$ cat src/rtl/clk_cfg_pkg.sv
// Shared definitions for the clock configuration sequencer: CLK register
// bit positions, CLKSEL encodings, sequencer states and the enable
// requirement of each clock source.
package clk_cfg_pkg;

   localparam int RESET   = 7;
   localparam int PLLENA  = 6;
   localparam int OSCENA  = 5;
   localparam int OSCM_HI = 4;
   localparam int OSCM_LO = 3;
   localparam int SEL_HI  = 2;
   localparam int SEL_LO  = 0;

   typedef enum logic [2:0] {
      RCFAST, RCSLOW, XINPUT, XPLL1, XPLL2, XPLL4, XPLL8, XPLL16
   } clksel_t;

   typedef enum logic [2:0] {
      IDLE, SETTLE, GAP_PRE, SWITCH, GAP_POST
   } seq_state_t;

   // Enables a clock source needs, returned as {PLLENA, OSCENA}.
   function automatic logic [1:0] sel_needs(input clksel_t sel);
      case (sel)
         RCFAST, RCSLOW: sel_needs = 2'b00;
         XINPUT:         sel_needs = 2'b01;
         default:        sel_needs = 2'b11;
      endcase
   endfunction

endpackage

$ cat src/rtl/clk_cfg_seq_timer.sv
// Loadable down-counter with a zero flag. Holds at zero instead of wrapping.
module seq_timer #(
   parameter int W = 8
) (
   input  logic         clock,
   input  logic         res,
   input  logic         i_load,
   input  logic [W-1:0] i_val,
   output logic         o_zero
);

   logic [W-1:0] r_cnt;

   // Load takes priority; otherwise count down and stop at zero.
   always_ff @(posedge clock) begin
      if (res)                r_cnt <= '0;
      else if (i_load)        r_cnt <= i_val;
      else if (r_cnt != '0)   r_cnt <= r_cnt - 1'b1;
   end

   assign o_zero = (r_cnt == '0);

endmodule

$ cat src/rtl/clk_cfg_seq.sv
// Clock configuration sequencer. Applies the core's CLK register to the
// clock generator in a safe order (enable, settle, gated CLKSEL switch,
// drop enables) and turns a rising CLK RESET bit into a soft-reset pulse.
// Optional legality check of requested CLKSEL vs. enables: CLK_CFG_CHECK_EN.
module clk_cfg_seq
   import clk_cfg_pkg::*;
#(
   parameter int SETTLE_CYCLES = 1600000,
   parameter int GAP_CYCLES    = 4,
   parameter int RES_CYCLES    = 16
) (
   input  logic       clock,
   input  logic       res,
   input  logic [7:0] cfg_req,
   output logic [6:0] cfg_out,
   output logic       clk_gate,
   output logic       busy,
   output logic       soft_res,
   output logic       cfg_err
);

   localparam int TMAX = (SETTLE_CYCLES > GAP_CYCLES) ? SETTLE_CYCLES : GAP_CYCLES;
   localparam int TW   = $clog2(TMAX + 1);
   localparam int RW   = $clog2(RES_CYCLES + 1);
   localparam logic [TW-1:0] SETTLE_LD = TW'(SETTLE_CYCLES - 1);
   localparam logic [TW-1:0] GAP_LD    = TW'((GAP_CYCLES > 0) ? GAP_CYCLES - 1 : 0);
   localparam logic [RW-1:0] RES_LD    = RW'(RES_CYCLES - 1);

   seq_state_t    r_state, w_nxt_state;
   logic [6:0]    r_cfg, w_nxt_cfg;
   logic [6:0]    r_pend, w_nxt_pend;
   logic          r_gate, w_nxt_gate;
   logic          r_busy, w_nxt_busy;
   logic          w_ld, w_zero;
   logic [TW-1:0] w_ld_val;
   logic [6:0]    w_req, w_tgt;
   logic [1:0]    w_add;

   assign w_req = cfg_req[PLLENA:SEL_LO];
   assign w_add = w_req[PLLENA:OSCENA] & ~r_cfg[PLLENA:OSCENA];
   // Target of a gap sequence: the live request when starting from IDLE,
   // the latched one when coming out of SETTLE.
   assign w_tgt = (r_state == IDLE) ? w_req : r_pend;

`ifdef CLK_CFG_CHECK_EN
   logic [1:0] w_need;
   logic       w_legal, w_flag;
   assign w_need  = sel_needs(clksel_t'(w_req[SEL_HI:SEL_LO]));
   assign w_legal = ((w_req[PLLENA:OSCENA] & w_need) == w_need);
`endif

   seq_timer #(.W(TW)) u_tmr (
      .clock  (clock),
      .res    (res),
      .i_load (w_ld),
      .i_val  (w_ld_val),
      .o_zero (w_zero)
   );

   // Next-state and next-output logic for the sequencer.
   always_comb begin
      w_nxt_state = r_state;
      w_nxt_cfg   = r_cfg;
      w_nxt_pend  = r_pend;
      w_nxt_gate  = r_gate;
      w_nxt_busy  = r_busy;
      w_ld        = 1'b0;
      w_ld_val    = '0;
`ifdef CLK_CFG_CHECK_EN
      w_flag      = 1'b0;
`endif
      case (r_state)
         IDLE: begin
            w_nxt_busy = 1'b0;
            w_nxt_gate = 1'b1;
            if (w_req != r_cfg) begin
`ifdef CLK_CFG_CHECK_EN
               if (!w_legal) w_flag = 1'b1;
               else
`endif
               begin
                  w_nxt_pend = w_req;
                  w_nxt_busy = 1'b1;
                  if (w_add != 2'b00) begin
                     // Add new enables only; keep CLKSEL until after settle.
                     w_nxt_cfg[PLLENA:OSCM_LO] = {r_cfg[PLLENA:OSCENA] | w_add,
                                                  w_req[OSCM_HI:OSCM_LO]};
                     w_ld        = 1'b1;
                     w_ld_val    = SETTLE_LD;
                     w_nxt_state = SETTLE;
                  end else if (w_req[SEL_HI:SEL_LO] != r_cfg[SEL_HI:SEL_LO]) begin
                     w_nxt_gate = 1'b0;
                     if (GAP_CYCLES > 0) begin
                        w_ld        = 1'b1;
                        w_ld_val    = GAP_LD;
                        w_nxt_state = GAP_PRE;
                     end else begin
                        w_nxt_cfg[SEL_HI:SEL_LO] = w_tgt[SEL_HI:SEL_LO];
                        w_nxt_state              = SWITCH;
                     end
                  end else begin
                     w_nxt_cfg = w_req;
                  end
               end
            end
         end
         SETTLE: begin
            if (w_zero) begin
               if (r_pend[SEL_HI:SEL_LO] != r_cfg[SEL_HI:SEL_LO]) begin
                  w_nxt_gate = 1'b0;
                  if (GAP_CYCLES > 0) begin
                     w_ld        = 1'b1;
                     w_ld_val    = GAP_LD;
                     w_nxt_state = GAP_PRE;
                  end else begin
                     w_nxt_cfg[SEL_HI:SEL_LO] = w_tgt[SEL_HI:SEL_LO];
                     w_nxt_state              = SWITCH;
                  end
               end else begin
                  w_nxt_cfg   = r_pend;
                  w_nxt_busy  = 1'b0;
                  w_nxt_state = IDLE;
               end
            end
         end
         GAP_PRE: begin
            if (w_zero) begin
               w_nxt_cfg[SEL_HI:SEL_LO] = r_pend[SEL_HI:SEL_LO];
               w_nxt_state              = SWITCH;
            end
         end
         SWITCH: begin
            if (GAP_CYCLES > 0) begin
               w_ld        = 1'b1;
               w_ld_val    = GAP_LD;
               w_nxt_state = GAP_POST;
            end else begin
               w_nxt_cfg   = r_pend;
               w_nxt_gate  = 1'b1;
               w_nxt_busy  = 1'b0;
               w_nxt_state = IDLE;
            end
         end
         GAP_POST: begin
            if (w_zero) begin
               // Disabled enables are dropped only here, after the switch.
               w_nxt_cfg   = r_pend;
               w_nxt_gate  = 1'b1;
               w_nxt_busy  = 1'b0;
               w_nxt_state = IDLE;
            end
         end
         default: w_nxt_state = IDLE;
      endcase
   end

   // Sequencer state and registered outputs.
   always_ff @(posedge clock) begin
      if (res) begin
         r_state <= IDLE;
         r_cfg   <= 7'h00;
         r_pend  <= 7'h00;
         r_gate  <= 1'b1;
         r_busy  <= 1'b0;
      end else begin
         r_state <= w_nxt_state;
         r_cfg   <= w_nxt_cfg;
         r_pend  <= w_nxt_pend;
         r_gate  <= w_nxt_gate;
         r_busy  <= w_nxt_busy;
      end
   end

   assign cfg_out  = r_cfg;
   assign clk_gate = r_gate;
   assign busy     = r_busy;

   logic          r_req7_d, r_soft;
   logic [RW-1:0] r_rcnt;
   logic          w_rise;
   assign w_rise = cfg_req[RESET] & ~r_req7_d;

   // Soft-reset pulse: each rising edge of the RESET bit (re)starts it.
   always_ff @(posedge clock) begin
      if (res) begin
         r_req7_d <= 1'b0;
         r_soft   <= 1'b0;
         r_rcnt   <= '0;
      end else begin
         r_req7_d <= cfg_req[RESET];
         if (w_rise) begin
            r_soft <= 1'b1;
            r_rcnt <= RES_LD;
         end else if (r_rcnt != '0) begin
            r_rcnt <= r_rcnt - 1'b1;
         end else begin
            r_soft <= 1'b0;
         end
      end
   end

   assign soft_res = r_soft;

`ifdef CLK_CFG_CHECK_EN
   logic       r_err, r_bad_vld;
   logic [6:0] r_bad;

   // One error pulse per illegal value; re-armed once cfg_req[6:0] moves off it.
   always_ff @(posedge clock) begin
      if (res) begin
         r_err     <= 1'b0;
         r_bad_vld <= 1'b0;
         r_bad     <= 7'h00;
      end else begin
         r_err <= w_flag & ~(r_bad_vld & (w_req == r_bad));
         if (w_flag) begin
            r_bad_vld <= 1'b1;
            r_bad     <= w_req;
         end else if (w_req != r_bad) begin
            r_bad_vld <= 1'b0;
         end
      end
   end

   assign cfg_err = r_err;
`else
   assign cfg_err = 1'b0;
`endif

endmodule

$ cat config.mk
export PLATFORM = sky130hd
export DESIGN_NAME = clk_cfg_seq
export DESIGN_NICKNAME = d
export VERILOG_FILES = /design/src/rtl/clk_cfg_pkg.sv /design/src/rtl/clk_cfg_seq_timer.sv /design/src/rtl/clk_cfg_seq.sv
export SDC_FILE = /design/constraint.sdc
export NUM_CORES = 1
export LEC_CHECK = 0
export BUFFER_PORTS_ARGS = -buffer_cell sky130_fd_sc_hd__buf_2
export CORE_MARGIN = 2
export CORE_UTILIZATION = 25
export DETAILED_ROUTE_END_ITERATION = 7
export HOLD_SLACK_MARGIN = 0.1
export SYNTH_ARGS = -nofsm -noshare
export SYNTH_HDL_FRONTEND = slang
export SYNTH_SLANG_ARGS = --single-unit
$ cat constraint.sdc
create_clock -name clock -period 1.7 [get_ports clock]
set_input_delay 0.34 -clock clock [delete_from_list [all_inputs] [get_ports clock]]
set_output_delay 0.34 -clock clock [all_outputs]
set_load 0.05 [all_outputs]
# --- Word-level counts from Yosys, hierarchy flattened ---
# Index checks and enable logic that the tools add are counted.
word_totals:
  mem_bits_rw: 0
  word_cells: 102
  rom_bits: 0
  reg_bits: 47
  mem_count: 0
  latch_bits: 0
classes:
  n_eq_ne: 18
  n_shift: 0
  reduce_logical: 16
  n_div: 0
  addsub: 2
  bitwise: 5
  n_mux: 50
  order_cmp: 0
  mul: 0
ops:
  columns: ["cell", "count"]
  rows:
  - ["$mux 21", 4]
  - ["$pmux 21 s3", 1]
  - ["$mux 3", 10]
  - ["$logic_not 21->1", 1]
  - ["$mux 7", 3]
  - ["$reduce_bool 21->1", 1]
  - ["$sub 21x1->21 const B", 1]
  - ["$mux 4", 5]
  - ["$mux 1", 17]
  - ["$pmux 3 s5", 1]
  - ["$pmux 3 s4", 1]
  - ["$pmux 4 s3", 1]
  - ["$ne 2x2->1 const B", 5]
  - ["$pmux 1 s3", 3]
  - ["$mux 2", 4]
  - ["$ne 2x1->1 const B", 4]
  - ["$reduce_and 4->1", 2]
  - ["$reduce_and 8->1", 1]
  - ["$ne 7x7->1", 1]
  - ["$eq 3x2->1 const B", 2]
  - ["$ne 3x3->1", 2]
  - ["$reduce_and 6->1", 1]
  - ["$reduce_bool 2->1", 3]
  - ["$reduce_and 5->1", 1]
  - ["other kinds (16)", 16]

# --- Logic depth before layout (Yosys ltp) ---
logic_depth:
  depth_word: 7
  mapped_depth: 9
  depth_no_buf: 7

# --- Hierarchy ---
# Synthesis repeated with hierarchy kept, for this count alone.
hier_totals:
  cells_unflattened: 321
  area_unflattened_um2: 2735.1
modules_own_cells:
  columns: ["mod", "cells_each", "seq_area_each_um2", "n_inst", "area_per_inst_um2"]
  rows:
  - ["clk_cfg_seq", 181, 520.5, 1, 1577.8]
  - ["seq_timer", 140, 420.4, 1, 1157.4]

# --- Worst setup path before layout ---
# Ideal clock, no wire load.
synth_timing:
  path_kind: "flip-flop to flip-flop"
  start: "register r_cfg[5] (netlist: cfg_out[5])"
  end: "register u_tmr.r_cnt[19]"
  n_path_buf: 2
  path_slack_ns: -0.495
  t_arrival_ns: 2.120
  stages_incl_launch_ff: 10
  path_cell_list: "dfxtp_1 > inv_1 > ha_1 > nor2_1 > and3_1 > a21o_1 > buf_4 > or3_1 > clkbuf_1 > o21ai_0"
synth_between:
  elab_chain_cells: 7
synth_lines:
  columns: ["element", "line", "source"]
  rows:
  - ["start, declared", "clk_cfg_seq.sv:30", "logic [6:0] r_cfg, w_nxt_cfg;"]
  - ["start signal, assigned", "clk_cfg_seq.sv:167", "r_cfg <= w_nxt_cfg;"]
  - ["$not 2->2", "clk_cfg_seq.sv:40", "assign w_add = w_req[PLLENA:OSCENA] & ~r_cfg[PLLENA:OSCENA];"]
  - ["$and 2x2->2", "clk_cfg_seq.sv:40", null]
  - ["$reduce_bool 2->1", "clk_cfg_seq.sv:84", "if (w_add != 2'b00) begin"]
  - ["$mux 21 or $mux 1 (tied branches)", "clk_cfg_seq.sv:84", null]
  - ["$mux 21 or $mux 1 (tied branches)", "clk_cfg_seq.sv:76", "if (w_req != r_cfg) begin"]
  - ["$pmux 21 s3 or $pmux 1 s3 (tied branches)", "clk_cfg_seq.sv:72", "case (r_state)"]
  - ["$mux 21 or $reduce_bool 2->1 (tied branches)", null, null]
  - ["end signal, assigned", "clk_cfg_seq_timer.sv:17", "else if (i_load) r_cnt <= i_val;"]
  - ["end signal, assigned", "clk_cfg_seq_timer.sv:18", "else if (r_cnt != '0) r_cnt <= r_cnt - 1'b1;"]
  - ["end, declared", "clk_cfg_seq_timer.sv:12", "logic [W-1:0] r_cnt;"]
# Parallel ways exist; a longest one is shown, timed or not.
# A chain may end at the register's enable or synchronous reset.

# --- Final worst setup path ---
layout_timing:
  start: "register u_tmr.r_cnt[5]"
  end: "register u_tmr.r_cnt[10]"
layout_between:
  elab_chain_cells: 4
layout_lines:
  columns: ["element"]
  rows:
  - ["parallel branches: the longest is 4 deep, another holds $sub 21x1->21"]
# Parallel ways; which one is timed is not known. The select of a mux whose other input is x is not followed.

==> results.ini <==
[setup_path]
cp_common_cell=or4_4
slowest_stage=or4_4
crit_path_max_fanout=3
crit_path_max_incr_delay_ns=0.54
critPathLaunch=u_tmr.r_cnt[5]$_SDFFE_PP0P_
cp.arrival_ns=2.05
rr_startpoint=u_tmr.r_cnt[5]$_SDFFE_PP0P_
required_ns=1.90
cp-start-kind=flip-flop
setup.worst_path.end_class=flip-flop
worstPathCellList=or4_4, or4_4, a21oi_4, xnor2_2, nor2_2
path_class=flip-flop to flip-flop

[drt]
routed_wl_um=7410
first_pass_iters=4
wl_per_cell_um=13.8
vias_per_cell=4.80
num_vias=2575
antenna_left=0
drc=0
drtIter0Drc=60

[logic_synthesis]
seq_area_frac_synth=0.358
yosys_warnings=0
synth.avg_cell_area_um2=8.70
synth_seq_cells=47
synth_cell_type_count=60
syn_inst=302
synth-edff-count=0
syn-num-nets=318
ys.flop_type=dfxtp_1
async_reset_ff_frac=0
syn-cell-area_um2=2630

[clocking]
cts_buffer_depth=2
root_buffer=clkbuf_8
cts_hold_buffers=0
worstSkewPairLatency_ns=0.30
cts_tree=yes
cts.sinks=47
ctsHtreeMaxLevel=2
cts.clk_slew.worst_paths_ns=0.10
cts_buffers=5

[finish]
layout_commonest_cell=buf_4
fin_area_um2=4040
final_cell_mix=buf_4, dfxtp_1, nor2_1, xnor2_1, buf_2
final_util=0.393
diodes=0
final_layout_size_suffix_gt1_frac=0.490
nets=415
syn_to_final_growth_pct=53.6
fin_cells=536

[grt]
grtUsageTotal=0.135
grt_max_degree=21
grt-ovfl-total=0
grt_pass1_wl_um=12400
antenna_found_initial=0
first_global_vias=2685

[sta]
worst_pin_slew_ns=0.502
fmaxAchievable_mhz=539
maxSlewViolCount=0
rsz0062_at_grt=yes
finalHoldViolations=0
hold_ws_ns=0.266
finClkSkew_ns=0.0130
relSlewSlack=0.663
fin_crit_sh=1.09
finalSetupViolCount=30
fin_ws_ns=-0.155
final.min_clock_period_ns=1.86

[pwr]
p_leak_nw=1.61
ir_drop_mv=0.976
p_per_area_nw_per_um2=1780

[placed_design]
dp.cells=518
gp_congestion=0.884
placed_cell_area_um2=3510
pre_cts_ws_ns=-0.234
portBuffers=19
place_hpwl_um=5210

[outcome]
run_status=finished, violations left
violations=setup timing

[die]
fp.dieW_um=107
pin_count=21
die-area_um2=11300
die_h_um=107
placementRows=37
start_util=0.256
core_um2=10300

[flow_run]
cap_violations=0

[min_path]
hp-start=cfg_req[7]
hp-class=primary input to flip-flop

## through the flow
step,setup TNS [ns],power [mW]
finish,-2.53,7.20
global route,-4.66,7.67
CTS,-2.60,6.91
detailed placement,-5.27,5.42
global placement,-4.60,5.37
floorplan,-1.51,4.16
## critical path: cells and delay by family, from the launching register on
family	cells	cell delay [ns]
flops	1	0.35
compound gates	1	0.15
xor+xnor	1	0.13
simple gates	3	1.11
## power by group
| part | leakage (nW) | internal, mW | switching, mW |
|---|---|---|---|
| registers | 0.395 | 1.44 | 0.329 |
| clock network | 0.0654 | 0.588 | 0.390 |
| logic | 1.15 | 2.14 | 2.31 |
| total | 1.61 | 4.17 | 3.02 |
## layer usage
metal	routed length (um)	global-route usage
met4	140	0.0492
met5	0	0
met1	3320	0.163
met2	3780	0.238
met3	180	0.0251
## area by class of cell
class                      instances  area, um^2
sequential                        47         971
multi-input combinational        229        1940
clock inverter                     2        60.1
inverter                          14        57.6
timing repair buffer             102         763
tap                              136         170
clock buffer                       6        72.6
fill                            1007        6240
## cell usage after synthesis (all sizes together), types with 2 or more instances
master | number | area share
nor2 | 29 | 0.045
a21o | 2 | 0.0062
o21a | 2 | 0.0057
or2 | 4 | 0.0095
o21ai | 25 | 0.048
dfxtp | 47 | 0.36
nor3b | 2 | 0.0076
xnor2 | 22 | 0.073
xor2 | 5 | 0.017
a21oi | 18 | 0.036
ha | 6 | 0.029
nor4 | 8 | 0.027
o31ai | 3 | 0.010
mux2i | 11 | 0.042
nand2 | 13 | 0.019
o221ai | 2 | 0.0067
nand4 | 4 | 0.015
nand2b | 3 | 0.0071
clkbuf | 5 | 0.0086
nand3 | 13 | 0.025
o211ai | 2 | 0.0076
a2111oi | 2 | 0.011
nand3b | 3 | 0.0086
a211oi | 6 | 0.017
a31oi | 8 | 0.019
and3 | 2 | 0.0048
inv | 14 | 0.020
buf | 7 | 0.017
a41o | 3 | 0.011
or4 | 5 | 0.016
or3 | 4 | 0.010
nor3 | 9 | 0.017
or3b | 3 | 0.010
## registers in the layout, summed over array words and instances, names as in the netlist
register	count
r_rcnt	5
r_state	3
cfg_out	7
r_pend	7
busy	1
clk_gate	1
r_req7_d	1
u_tmr.r_cnt	21
soft_res	1
## worst paths after layout
kind                                                endpoint  slack, ns  cells past startpoint
worst max-delay path            u_tmr.r_cnt[10]$_SDFFE_PP0P_      -0.16                      5
worst min-delay path                     r_req7_d$_SDFF_PP0_       0.27                      2
worst max register to register  u_tmr.r_cnt[10]$_SDFFE_PP0P_      -0.16                      5
worst min register to register         soft_res$_SDFFE_PP0P_       0.46                      2
## kinds of logic after synthesis
family          Yosys count  share of synthesized area
simple gates            105                      0.230
compound gates           79                      0.205
flops                    47                      0.358
xor+xnor                 27                     0.0900
buf+inv                  26                     0.0457
mux                      11                     0.0419
fa+ha+maj                 6                     0.0286
other cells               1                    0.00143
## timing repair
action | CTS | global route
cloned | 1 | 0
setup buffers | 7 | 4
resized for setup | 44 | 34
pin swaps | 21 | 24
setup endpoints to repair | 32 | 39
(Power assumes the default switching activity.)
